`src/rtl/sram_bus_arbiter.sv`:
```
// sram_bus_arbiter: shares a single sram-like bus between the instruction-fetch
// port and the data-memory port, one transaction at a time. It produces the
// i_stall/d_stall signals and holds finished results until the pipeline advances.
// It also drops fetch data that was made stale by an exception redirect.
// Optional feature macro: SRAM_ARB_RR_EN (round-robin arbitration in IDLE).
module sram_bus_arbiter #(
   parameter int ADDR_W = 32
) (
   input  logic              clk,
   input  logic              rst,
   // instruction fetch port
   input  logic              inst_sram_en,
   input  logic [ADDR_W-1:0] inst_sram_addr,
   output logic [31:0]       inst_sram_rdata,
   output logic              i_stall,
   // data port
   input  logic              data_sram_en,
   input  logic [3:0]        data_sram_wen,
   input  logic [ADDR_W-1:0] data_sram_addr,
   input  logic [31:0]       data_sram_wdata,
   output logic [31:0]       data_sram_rdata,
   output logic              d_stall,
   // pipeline control
   input  logic              longest_stall,
   input  logic              flush,
   // sram-like bus
   output logic              req,
   output logic              wr,
   output logic [1:0]        size,
   output logic [ADDR_W-1:0] addr,
   output logic [31:0]       wdata,
   input  logic              addr_ok,
   input  logic              data_ok,
   input  logic [31:0]       rdata
);

   typedef enum logic [2:0] {
      IDLE,
      I_ADDR,
      I_DATA,
      D_ADDR,
      D_DATA
   } state_t;

   state_t      state;
   state_t      state_nxt;

   logic        i_done;
   logic        d_done;
   logic        i_discard;
   logic [31:0] i_buf;
   logic [31:0] d_buf;

   logic        i_need;
   logic        d_need;
   logic        grant_i;
   logic        grant_d;
   logic [1:0]  wen_size;
   logic        i_fin;
   logic        d_fin;
   logic        i_inflight;

`ifdef SRAM_ARB_RR_EN
   logic        last_grant;   // 1 = data port won last, 0 = fetch port won last
`endif

   assign i_need          = inst_sram_en & ~i_done;
   assign d_need          = data_sram_en & ~d_done;
   assign i_stall         = i_need;
   assign d_stall         = d_need;
   assign inst_sram_rdata = i_buf;
   assign data_sram_rdata = d_buf;

   assign i_fin      = (state == I_DATA) & data_ok;
   assign d_fin      = (state == D_DATA) & data_ok;
   assign i_inflight = (state == I_ADDR) | (state == I_DATA);

   // Choose which port gets the bus; this only matters while the FSM is in IDLE.
   always_comb begin
      grant_i = 1'b0;
      grant_d = 1'b0;
      if (state == IDLE) begin
`ifdef SRAM_ARB_RR_EN
         if (d_need && i_need) begin
            grant_d = ~last_grant;
            grant_i = last_grant;
         end else begin
            grant_d = d_need;
            grant_i = i_need;
         end
`else
         grant_d = d_need;
         grant_i = i_need & ~d_need;
`endif
      end
   end

   // Decode the byte strobes into a bus transfer size.
   always_comb begin
      case (data_sram_wen)
         4'b1111, 4'b0000:                   wen_size = 2'd2;
         4'b0011, 4'b1100:                   wen_size = 2'd1;
         4'b0001, 4'b0010, 4'b0100, 4'b1000: wen_size = 2'd0;
         default:                            wen_size = 2'd2;
      endcase
   end

   // FSM state register.
   always_ff @(posedge clk) begin
      if (rst) state <= IDLE;
      else     state <= state_nxt;
   end

   // FSM next-state logic.
   always_comb begin
      state_nxt = state;
      case (state)
         IDLE: begin
            if (grant_d)      state_nxt = D_ADDR;
            else if (grant_i) state_nxt = I_ADDR;
         end
         I_ADDR:  if (addr_ok) state_nxt = I_DATA;
         I_DATA:  if (data_ok) state_nxt = IDLE;
         D_ADDR:  if (addr_ok) state_nxt = D_DATA;
         D_DATA:  if (data_ok) state_nxt = IDLE;
         default: state_nxt = IDLE;
      endcase
   end

   // FSM outputs: the request is decoded from state alone, so CPU inputs never reach the bus combinationally.
   always_comb begin
      req = (state == I_ADDR) | (state == D_ADDR);
   end

   // Latch the winning request's bus fields when the grant is made.
   always_ff @(posedge clk) begin
      if (rst) begin
         wr    <= 1'b0;
         size  <= 2'd0;
         addr  <= '0;
         wdata <= '0;
      end else if (grant_d) begin
         wr    <= |data_sram_wen;
         size  <= wen_size;
         addr  <= data_sram_addr;
         wdata <= data_sram_wdata;
      end else if (grant_i) begin
         wr    <= 1'b0;
         size  <= 2'd2;
         addr  <= inst_sram_addr;
         wdata <= '0;
      end
   end

   // Fetch completion, hold, and stale-fetch discard.
   // A flush that lands on the completing edge also counts as the discard.
   always_ff @(posedge clk) begin
      if (rst) begin
         i_done    <= 1'b0;
         i_discard <= 1'b0;
         i_buf     <= '0;
      end else begin
         if (i_fin && !i_discard && !flush) begin
            i_done <= 1'b1;
            i_buf  <= rdata;
         end else if (flush || !longest_stall) begin
            i_done <= 1'b0;
         end
         if (i_fin)                     i_discard <= 1'b0;
         else if (flush && i_inflight)  i_discard <= 1'b1;
      end
   end

   // Data completion and hold. A data transfer always completes, even during a flush.
   always_ff @(posedge clk) begin
      if (rst) begin
         d_done <= 1'b0;
         d_buf  <= '0;
      end else if (d_fin) begin
         d_done <= 1'b1;
         d_buf  <= rdata;
      end else if (flush || !longest_stall) begin
         d_done <= 1'b0;
      end
   end

`ifdef SRAM_ARB_RR_EN
   // Remember the last winner so that a tie goes to the other port.
   always_ff @(posedge clk) begin
      if (rst)          last_grant <= 1'b0;
      else if (grant_d) last_grant <= 1'b1;
      else if (grant_i) last_grant <= 1'b0;
   end
`endif

endmodule

```
`config.mk`:
```
export PLATFORM = sky130hd
export DESIGN_NAME = sram_bus_arbiter
export DESIGN_NICKNAME = d
export VERILOG_FILES = /design/src/rtl/sram_bus_arbiter.sv
export SDC_FILE = /design/constraint.sdc
export NUM_CORES = 1
export LEC_CHECK = 0
export ABC_CLOCK_PERIOD_IN_PS = 2200
export BUFFER_PORTS_ARGS = -buffer_cell sky130_fd_sc_hd__buf_4
export CAP_MARGIN = 20
export CORE_ASPECT_RATIO = 0.7
export CORE_MARGIN = 5
export CORE_UTILIZATION = 49
export CTS_CLUSTER_SIZE = 28
export DETAILED_ROUTE_END_ITERATION = 7
export GPL_TIMING_DRIVEN = 1
export PLACE_DENSITY_LB_ADDON = 0.08
export SETUP_SLACK_MARGIN = 0.15
export SYNTH_ARGS = -nofsm -noshare
export SYNTH_HDL_FRONTEND = slang
export SYNTH_SLANG_ARGS = --single-unit
```
`constraint.sdc`:
```
create_clock -name clk -period 2.2 [get_ports clk]
set_input_delay 0.22 -clock clk [delete_from_list [all_inputs] [get_ports clk]]
set_output_delay 0.22 -clock clk [all_outputs]
set_load 0.02 [all_outputs]
```
==> results.cfg <==
[outcome]
status = completed

[worst_setup_path]
path_delay_family = compound AO/OA/AOI/OAI gates
path_depth = 5
critPathMaxFanout = 27
end_kind = register
r2r-end = addr[26]
cp_slowest_cell = dfxtp_1
worstSetupPathType = reg -> reg
r2r_slack_ns = 0.48
cpPeakStageDelay_ns = 0.40
startpoint_type = register
crit_arrival_ns = 2.03
ff2ff_path_depth = 5
critPathRequiredTime_ns = 2.50
reg2reg_from = state[2]
cp_num_buf_inv = 1
cp_cell_sequence = nor3_4, o21a_4, buf_12, nor2_1, a311oi_1

[grt]
grt_max_degree = 59
grt_usage = 0.2574
grt_pass1_vias = 5458
grt_pass1_wl_mm = 27.32
antenna_found_initial = 0
grt-ovfl-total = 0

[timing]
drv_slew = 0
tns_ns = 0
rsz0062_at_grt = no
fin_crit_sh = 0.7829
max_freq_mhz = 580.6
finClkSkew_ns = 0.008611
tightestPinTransition_ns = 0.4714
hold_violations = 0
max-slew-margin-rel = 0.6857
min_period_ns = 1.722
setup_viol = 0

[final_layout]
fin_nets = 1021
drive_gt1_frac = 0.3830
fillerInstances = 733
post-route-util = 0.7684
syn_to_final_growth_pct = 51.49
insertedDiodeCount = 0

[min_path]
min_to = wdata[1]
min_path_type = in -> reg
hp-start = data_sram_wdata[1]
whs_path_depth = 3

[floorplanning]
fp-row-count = 31
num_io_pins = 274
die_x_um = 134.2
die_h_um = 96.96
core-area_um2 = 10430
start_util = 0.5073
die-area_um2 = 13010

[synth]
yosysTopAreaCellShare = 0.5182
synth_area_leaders = dfxtp_1 52%, nand2_1 14%, a21oi_1 6.6%, a311oi_2 5.7%, nor2_1 5.2%
syn-cell-area_um2 = 5293
ys_ff_latch = 137
synth-seq-area-share = 0.5182
avgSynthCellArea_um2 = 8.441
yosysTopAreaCell = dfxtp_1
synth_fp_nets = 768
synth_cells = 627
synth.distinct_cells = 34
synth_warnings = 0

[detailed_routing]
routed_wl_mm = 17.23
drcViolationCount = 0
vias = 5402
drt_iter0_drc = 272
drt_pre_antenna_iters = 5
ant_nets = 0
viasPerCell = 5.270
wl_per_cell_um = 16.81

[placement]
dp_hpwl_mm = 12.42
port_buffers = 273
gp_congestion = 0.8283

[power_and_ir_drop]
leakage_nw = 3.510
powerDensity_nw_per_um2 = 899.2
max-vdd-ir-drop_mv = 0.7447

[clocking]
numCtsBuffers = 17
clk_pin_slew_ns = 0.06
cts_resized = 0
root_buffer = clkbuf_16
cts.sinks = 137
post-cts-setup-buffers = 0
cts_max_level = 4
holdBufCountCts = 0
clk_path_buf_depth = 2
cts_tree = built
clk_latency_ns = 0.40

[job]
maxCapViolations = 0
==> how the worst max path moves through the flow <==
stage / from / end
6_report: state[2] / addr[26]
5_1_grt: state[2] / addr[28]
4_1_cts: state[2] / addr[26]
3_5_place_dp: state[2] / addr[26]
3_3_place_gp: d_done / wr
2_1_floorplan: i_done / addr[10]
==> state kept, by name (all words and copies together), names as in the netlist <==
register	cells
state	3
wr	1
data_sram_rdata	32
size	2
addr	32
d_done	1
i_done	1
inst_sram_rdata	32
i_discard	1
wdata	32
==> power breakdown <==
part	total, mW	switching, mW	internal, mW
clock network	3.06	1.09	1.98
logic	1.37	0.758	0.616
registers	2.77	0.112	2.66
==> tightest hold or removal path, stage by stage <==
cell and delay, ns:
buf_4 0.08, a22oi_1 0.05, nor2_1 0.07
==> cell families after synthesis <==
kind of cell	count (synthesis)	synth area share
DFF	137	0.5182
adders and majority gates	1	0.002364
and+or+nand+nor	288	0.2142
xor gates and xnor gates	1	0.001655
buffers and inverters	55	0.05603
AOI/OAI and AO/OA	145	0.2076
==> cells in the final DEF, fill, tap and decap left out, drive strengths merged <==
master and n:
ha 1, o31ai 1, o41ai 1, a22oi 33
clkinv 3, nor2 74, nand2b 2, a31oi 1
and2 2, a221oi 1, and2b 1, xor2 1
dfxtp 137, and4b 1, a311oi 33, buf 287
o21ai 1, nor2b 4, o22ai 1, nor3 1
o21a 1, nand4b 1, a32oi 1, clkinvlp 2
nor4b 1, inv 5, a21oi 70, bufinv 4
a2111oi 1, clkbuf 20, nand2 201
==> final cells by class <==
| class | instances | area [um^2] | area share |
|---|---|---|---|
| Clock buffer | 20 | 456.7 | 0.05696 |
| Sequential cell | 137 | 2743 | 0.3421 |
| Multi-Input combinational cell | 435 | 2253 | 0.2811 |
| Clock inverter | 12 | 187.7 | 0.02341 |
| Tap cell | 132 | 165.2 | 0.02060 |
| Timing Repair Buffer | 287 | 2205 | 0.2750 |
| Inverter | 2 | 7.507 | 0.0009363 |
==> through the flow <==
step | setup WS, ns | std cells | area (um^2) | hold slack [ns] | power (mW)
finish | 0.4777 | 1025 | 8018 | 0.05002 | 7.210
global route | 0.3598 | 1025 | 8018 | 0.03995 | 7.515
CTS | 0.4774 | 1025 | 8018 | 0.03478 | 7.260
detailed placement | 0.5098 | 993 | 7373 | 0.4468 | 4.193
global placement | 0.5557 | 993 | 7373 | 0.4422 | 4.148
floorplan | 0.5611 | 627 | 5293 | 0.3365 | 3.607
==> layer usage <==
layer / routed length (um) / share of wire / global-route usage / vias to the layer above
met5: 0 / 0 / 0 / -
met3: 1773 / 0.10 / 0.1006 / 20
met2: 8814 / 0.51 / 0.4544 / 242
li1: - / - / - / 2619
met4: 274 / 0.016 / 0.08372 / 0
met1: 6371 / 0.37 / 0.2829 / 2521
==> cells in the mapped netlist <==
cell and n:
a221oi_1 1, and2b_1 1, a2111oi_0 1, a31oi_1 1, a311oi_2 20, a311oi_1 13
nor4b_1 1, buf_8 3, a21oi_1 70, buf_2 18, inv_1 1, o41ai_1 1
buf_1 1, o21a_4 1, inv_2 1, o22ai_1 1, nand4b_1 1, o31ai_1 1
nand2b_1 2, o21ai_4 1, ha_1 1, clkbuf_1 23, buf_6 1, and4b_1 1
nor2b_1 4, and2_1 2, a22oi_1 33, xor2_1 1, nor3_4 1, buf_4 7
nand2_1 201, dfxtp_1 137, nor2_1 74, a32oi_1 1
Power figures use the tool's default switching activity.
